--- src/rtl/imm_extend_unit.sv ---
// Immediate generator for the decode stage.
// Widens an IN_W-bit immediate to OUT_W bits in one of four modes:
// zero, sign, upper or branch-offset.
// Results sit in a DEPTH-entry FIFO behind a valid/ready handshake.
// A tag travels with each entry.

// Pure combinational extender.
// Kept separate so the arithmetic can be read on its own.
module imm_extend_calc #(
    parameter int IN_W     = 16,
    parameter int OUT_W    = 32,
    parameter int SHAMT_BR = 2
) (
    input  logic [IN_W-1:0]  imm,
    input  logic [1:0]       mode,
    output logic [OUT_W-1:0] res
);
    localparam int PAD_W = OUT_W - IN_W;

    logic [OUT_W-1:0] zext;
    logic [OUT_W-1:0] sext;
    logic [OUT_W-1:0] upper;
    logic [OUT_W-1:0] br;

    assign zext  = {{PAD_W{1'b0}}, imm};
    assign sext  = {{PAD_W{imm[IN_W-1]}}, imm};
    assign upper = {imm, {PAD_W{1'b0}}};
    // OUT_W >= IN_W+SHAMT_BR, so the shift never drops significant bits.
    assign br    = sext << SHAMT_BR;

    // Select the extension for the requested mode.
    always_comb begin
        res = zext;
        case (mode)
            2'b00:   res = zext;
            2'b01:   res = sext;
            2'b10:   res = upper;
            2'b11:   res = br;
            default: res = zext;
        endcase
    end
endmodule

module imm_extend_unit #(
    parameter int IN_W     = 16,
    parameter int OUT_W    = 32,
    parameter int SHAMT_BR = 2,
    parameter int DEPTH    = 2,
    parameter int TAG_W    = 5
) (
    input  logic                       clk,
    input  logic                       rst_n,
    input  logic                       in_valid,
    output logic                       in_ready,
    input  logic [IN_W-1:0]            in_imm,
    input  logic [1:0]                 in_mode,
    input  logic [TAG_W-1:0]           in_tag,
    output logic                       out_valid,
    input  logic                       out_ready,
    output logic [OUT_W-1:0]           out_imm,
    output logic [TAG_W-1:0]           out_tag,
    output logic [$clog2(DEPTH):0]     out_count
);
    localparam int AW = $clog2(DEPTH);
    localparam int CW = AW + 1;

    logic [OUT_W-1:0] mem_imm [DEPTH];
    logic [TAG_W-1:0] mem_tag [DEPTH];
    logic [AW-1:0]    wr_ptr;
    logic [AW-1:0]    rd_ptr;
    logic [CW-1:0]    count;
    logic [OUT_W-1:0] ext_imm;
    logic             push;
    logic             pop;

    imm_extend_calc #(
        .IN_W    (IN_W),
        .OUT_W   (OUT_W),
        .SHAMT_BR(SHAMT_BR)
    ) u_calc (
        .imm (in_imm),
        .mode(in_mode),
        .res (ext_imm)
    );

    // Ready depends on held state only.
    // When full, a pop in the same cycle does not open a push slot.
    assign in_ready  = (count != CW'(DEPTH));
    assign out_valid = (count != '0);
    assign push      = in_valid & in_ready;
    assign pop       = out_valid & out_ready;
    assign out_imm   = mem_imm[rd_ptr];
    assign out_tag   = mem_tag[rd_ptr];
    assign out_count = count;

    // Storage write.
    // Results are stored already extended.
    // Reset clears every entry, so the head reads zero.
    always_ff @(posedge clk or negedge rst_n) begin
        if (!rst_n) begin
            for (int i = 0; i < DEPTH; i++) begin
                mem_imm[i] <= '0;
                mem_tag[i] <= '0;
            end
        end else if (push) begin
            mem_imm[wr_ptr] <= ext_imm;
            mem_tag[wr_ptr] <= in_tag;
        end
    end

    // Pointers wrap naturally because DEPTH is a power of two.
    always_ff @(posedge clk or negedge rst_n) begin
        if (!rst_n) begin
            wr_ptr <= '0;
            rd_ptr <= '0;
        end else begin
            if (push) wr_ptr <= wr_ptr + AW'(1);
            if (pop)  rd_ptr <= rd_ptr + AW'(1);
        end
    end

    // Occupancy: +1 on push only, -1 on pop only, unchanged otherwise.
    always_ff @(posedge clk or negedge rst_n) begin
        if (!rst_n) begin
            count <= '0;
        end else begin
            case ({push, pop})
                2'b10:   count <= count + CW'(1);
                2'b01:   count <= count - CW'(1);
                default: count <= count;
            endcase
        end
    end
endmodule

--- config.mk ---
export PLATFORM = sky130hd
export DESIGN_NAME = imm_extend_unit
export DESIGN_NICKNAME = d
export VERILOG_FILES = /design/src/rtl/imm_extend_unit.sv
export SDC_FILE = /design/constraint.sdc
export NUM_CORES = 1
export LEC_CHECK = 0
export CAP_MARGIN = 10
export CORE_MARGIN = 2
export CORE_UTILIZATION = 53
export DETAILED_ROUTE_END_ITERATION = 8
export PLACE_DENSITY = 0.8
export SYNTH_ARGS = -nofsm -noshare
export SYNTH_HDL_FRONTEND = slang
export SYNTH_SLANG_ARGS = --single-unit
export TNS_END_PERCENT = 50
--- constraint.sdc ---
create_clock -name clk -period 2.15 [get_ports clk]
set_input_delay 0.5375 -clock clk [delete_from_list [all_inputs] [get_ports clk]]
set_output_delay 0.5375 -clock clk [all_outputs]
set_load 0.01 [all_outputs]
# After elaboration in Yosys (flattened, before gate mapping)
# Cells that the tools add are included.
[word_totals] regBits=78 in_bits=27 out_inout_bits=41 elab_cells=42
[op_classes] n_mux=14 n_reduce_logical=4 order_cmp=3 eq_ne=6 add_sub_neg=4 bitwise=4
[ops] operator="32-bit two-way mux" n=4
[ops] operator="32-bit one-hot mux with 4 select lines" n=1
[ops] operator="64-bit bitwise mux" n=1
[ops] operator="32-bit demux with 1-bit select" n=1
[ops] operator="5-bit two-way mux" n=4
[ops] operator="10-bit bitwise mux" n=1
[ops] operator="2-bit equality test (second input constant)" n=3
[ops] operator="5-bit demux with 1-bit select" n=1
[ops] operator="2-bit by 1-bit equality test with 1-bit output (second input constant)" n=2
[ops] operator="2-bit >= comparator (second input constant)" n=2
[ops] operator="1-bit NOT with 2-bit output" n=2
[ops] operator="2-bit one-hot mux with 2 select lines" n=1
[ops] operator="2-bit nonzero test" n=2
[ops] operator="1-bit adder (second input constant)" n=2
[ops] operator="2-bit by 1-bit adder with 2-bit output (second input constant)" n=1
[ops] operator="1-bit bitwise AND" n=2
[ops] operator="2-bit logical NOT" n=1
[ops] operator="2-bit by 1-bit < comparator with 1-bit output (second input constant)" n=1
[ops] operator="2-bit != test (second input constant)" n=1
[ops] operator="2-bit by 1-bit subtractor with 2-bit output (second input constant)" n=1
[ops] operator="1-bit logical AND" n=1

# Depth between registers and ports, before layout
[logic_depth] depth_word=6 ltp_mapped=7 ltp_nobuf=7

# By module
# Synthesis repeated with hierarchy kept, for this count alone.
[hier_totals] cells_unflattened=256 area_unflattened_um2=4072.7
[by_module_without_submodules] module="imm_extend_unit" seq_area_each_um2=1951.9 cells_each=214 n_inst=1 area_per_inst_um2=3707.3
[by_module_without_submodules] module="imm_extend_calc" seq_area_each_um2=0.0 cells_each=42 n_inst=1 area_per_inst_um2=365.4

# Least setup slack after synthesis
# OpenSTA, ideal clock, no wires.
[synth_timing] kind="register to output" from="reg rd_ptr" to="out out_imm[10]" arrival_ns=1.277 path_stages_with_launch=4 required_time_ns=1.612 path_slack_ns=0.335 n_path_buf=2 path_cell_list="dfrtp_1 > clkbuf_1 > buf_2 > mux2_2"
[synth_between] elab_chain_cells=4
[synth_lines] item="start, declared" line_no="70" rtl="logic [AW-1:0] rd_ptr;"
[synth_lines] item="start signal, assigned" line_no="118" rtl="if (pop) rd_ptr <= rd_ptr + AW'(1);"
[synth_lines] item="1-bit NOT with 2-bit output (implied by the code)" line_no="92" rtl="assign out_imm = mem_imm[rd_ptr];"
[synth_lines] item="32-bit two-way mux (implied by the code) (3 in series)" line_no="92"
[synth_lines] item="end, declared" line_no="60" rtl="output logic [OUT_W-1:0] out_imm,"
# Every way passes these cells. The select of a mux whose other input is x is not followed.

# Worst setup path in the final report
[layout_timing] from="reg rd_ptr" to="out out_imm[2]"
# Same word-level chain as after synthesis.

==> out/qor.yml <==
run_status:
  status: "completed"
worst_setup_path:
  critPathCaptureType: "output port"
  crit_top_cell: "buf_6"
  crit_path_start_kind: "register"
  worst_path_max_delay_cell: "dfrtp_2"
  crit_fanout: 10
  required_ns: 1.61
  path_cells: "buf_6, buf_6, buf_16, mux2_2, buf_6"
  reg2regPathDepth: 5
  cp_data_arrival_time_ns: 1.57
  critPathMaxStageDelay_ns: 0.44
  critPathKind: "reg2out"
synth:
  synth.area.top_cells: "dfrtp_1 51%, mux2_2 23%, mux2_4 11%, a22o_1 3.0%, a21o_1 2.8%"
  yosysTopAreaCell: "dfrtp_1"
  syn_nets: 288
  synth_warnings: 0
  synthCells: 260
  avgSynthCellArea_um2: 14.6
  synth_cell_types: 30
  synth_top_area_share_pct: 51.3
  yosysSeqAreaShare_pct: 51.3
  synth.cell_area_mm2: 0.00380
  synth-seq-cells: 78
detailed_routing:
  vias: 2366
  drt_iter0_markers: 101
  drt-total-wl_mm: 8.20
  wl_per_cell_um: 18.8
  drc: 0
  ant_nets: 0
  drt_pass1_iterations: 4
  viasPerCell: 5.43
power:
  power.leakage_nw: 2.31
  swShare_pct: 31.2
  switchingPower_w: 0.00230
  clockPowerShare_pct: 17.7
  powerDensity_mw_per_mm2: 1520
  p_int_w: 0.00507
  p_comb_share_pct: 47.7
  irDropWorstVdd_v: 0.000706
  seq_power_share_pct: 34.6
global_route:
  grt_pass1_wl_mm: 13.1
  grt_max_degree: 45
  grt_pass1_vias: 2475
  grt_overflow: 0
  grt_usage_pct: 22.1
  antenna_found_initial: 0
cts:
  clk_pin_slew_worst_paths_ns: 0.07
  cts.sinks: 78
  insertion_delay_ns: 0.34
  htreeDepth: 3
  hold_buffers: 0
  cts_tree: "done"
  cts_buffer_depth: 2
  cts_buffers: 9
  cts_root_buffer: "clkbuf_8"
placed_design:
  routabilityCongestion: 0.837
  dp.cells: 417
  io_buffers: 67
  pre_cts_slack_ns: -0.186
timing:
  setup_violations: 0
  period_share_pct: 98.0
  relSlewSlack_pct: 57.0
  fin_ws_ns: 0.0426
  drv_slew: 0
  worstMarginPinSlew_ns: 0.644
  max_freq_ghz: 0.475
  post-route-min-period_ns: 2.11
  finalHoldViolCount: 0
  clock-skew-final_ns: 0.0104
floorplanning:
  rows: 30
  die_y_um: 88.7
  die_area_mm2: 0.00787
  top_level_ports: 68
  die_w_um: 88.7
  coreArea_mm2: 0.00687
  initial_core_util_pct: 55.3
min_path:
  hp-class: "in2async"
final_layout:
  area_delta_synth_final_pct: 27.4
  num_antenna_cells: 0
  post-route-util_pct: 70.5
  seq_area_mm2: 0.00195
  fill_cells: 494
  multi_input_area_mm2: 0.00176
  layout-drive-gt1-share_pct: 47.4
  layout.cells.non_filler: 436
  final_nets: 363
run:
  cap_violations: 0
## cell usage in the layout, fill, tap and decap left out, types with 2 or more instances in the layout
master,count
a21o_1,14
a21oi_1,2
a22o_1,13
and2_0,2
buf_12,6
buf_2,16
buf_4,5
buf_6,4
bufinv_16,3
clkbuf_8,9
clkdlybuf4s50_1,28
clkinv_2,3
dfrtp_1,76
dfrtp_2,2
dlygate4sd2_1,19
inv_1,2
mux2_1,5
mux2_2,76
mux2_4,28
mux2i_1,2
nor2b_1,2
xnor2_1,3
xor2_1,2
## worst paths after layout
kind / slack (ns) / endpoint / from
min in group clk: 0.48 / mem_imm[31]$_DFFE_PN0P_ / mem_imm[31]$_DFFE_PN0P_
worst max-delay path: 0.04 / out_imm[2] / rd_ptr$_DFFE_PN0P_
worst min-delay path: 0.15 / mem_tag[4]$_DFFE_PN0P_ / rst_n
worst min register to register: 0.48 / mem_imm[31]$_DFFE_PN0P_ / mem_imm[31]$_DFFE_PN0P_
max in group asynchronous: 1.42 / mem_imm[49]$_DFFE_PN0P_ / rst_n
worst max register to register: 0.50 / out_count[1]$_DFFE_PN0P_ / out_count[0]$_DFFE_PN0P_
## worst max-delay path, delay by kind of cell (launching register included)
kind                   cells  cell delay [ns]
buffers and inverters      4             0.51
flip-flops                 1             0.44
multiplexers               1             0.29
## sequential cells by signal (all words and copies together), names as in the netlist
signal,count
wr_ptr,1
mem_tag,10
out_count,2
mem_imm,64
rd_ptr,1
## synthesized netlist by cell type (all sizes together)
| cell | n |
|---|---|
| inv | 3 |
| a21oi | 2 |
| xor2 | 2 |
| o21a | 1 |
| or2 | 1 |
| nand2 | 1 |
| o21ai | 1 |
| nor2 | 2 |
| nand2b | 1 |
| mux2 | 109 |
| a21o | 14 |
| and2 | 3 |
| buf | 10 |
| nor2b | 4 |
| ha | 1 |
| mux2i | 2 |
| xnor2 | 3 |
| o31ai | 1 |
| clkbuf | 6 |
| and3 | 1 |
| a22o | 13 |
| dfrtp | 78 |
| a22oi | 1 |
## stage by stage
step           power (W)  cell area, um2  setup TNS [ns]  hold WS, ns
6_report         0.00737            4840               0        0.146
5_1_grt          0.00779            4840        -0.00109        0.172
4_1_cts          0.00741            4840         -0.0995        0.157
3_5_place_dp     0.00638            4660           -4.80        0.471
3_3_place_gp     0.00628            4660           -4.79        0.464
2_1_floorplan    0.00475            3800               0        0.242
## cells by family (layout without fill, tap and decap cells)
group | count (synthesis) | after routing | share of synthesized area [%]
AOI/OAI and AO/OA | 33 | 33 | 6.75
muxes | 111 | 111 | 35.5
DFF | 78 | 78 | 51.3
xor gates and xnor gates | 5 | 5 | 1.15
buffers and inverters | 19 | 99 | 2.86
adders and majority gates | 1 | 1 | 0.329
and+or+nand+nor | 13 | 13 | 2.07
## metal layers
| layer | up-vias | wire length (um) | global-route usage [%] |
|---|---|---|---|
| li1 | 1092 | - | - |
| met1 | 1217 | 3800 | 31.3 |
| met2 | 44 | 4020 | 34.7 |
| met3 | 13 | 225 | 2.99 |
| met4 | 0 | 153 | 9.09 |
| met5 | - | 0 | 0 |
## final cells by class
| type | instances | share of cell area, % |
|---|---|---|
| Multi-Input combinational cell | 163 | 36.3 |
| Timing Repair Buffer | 80 | 15.7 |
| Clock inverter | 7 | 2.33 |
| Clock buffer | 9 | 2.56 |
| Sequential cell | 78 | 40.4 |
| Tap cell | 96 | 2.48 |
| Inverter | 3 | 0.233 |
## power groups by stage
stage	Sequential [W]	Clock [W]	Combinational, W
2_1_floorplan	0.00243	0	0.00232
3_3_place_gp	0.00252	0	0.00376
3_5_place_dp	0.00256	0	0.00382
4_1_cts	0.00254	0.00132	0.00355
5_1_grt	0.00263	0.00139	0.00377
6_report	0.00255	0.00130	0.00352
## repair_timing
action	CTS	global route
gates resized for setup	97	8
setup buffers	3	0
gates cloned	1	0
setup endpoints to repair	38	24
endpoints found under the hold margin	0	0
Note: power is estimated with default switching activity, not from simulation.
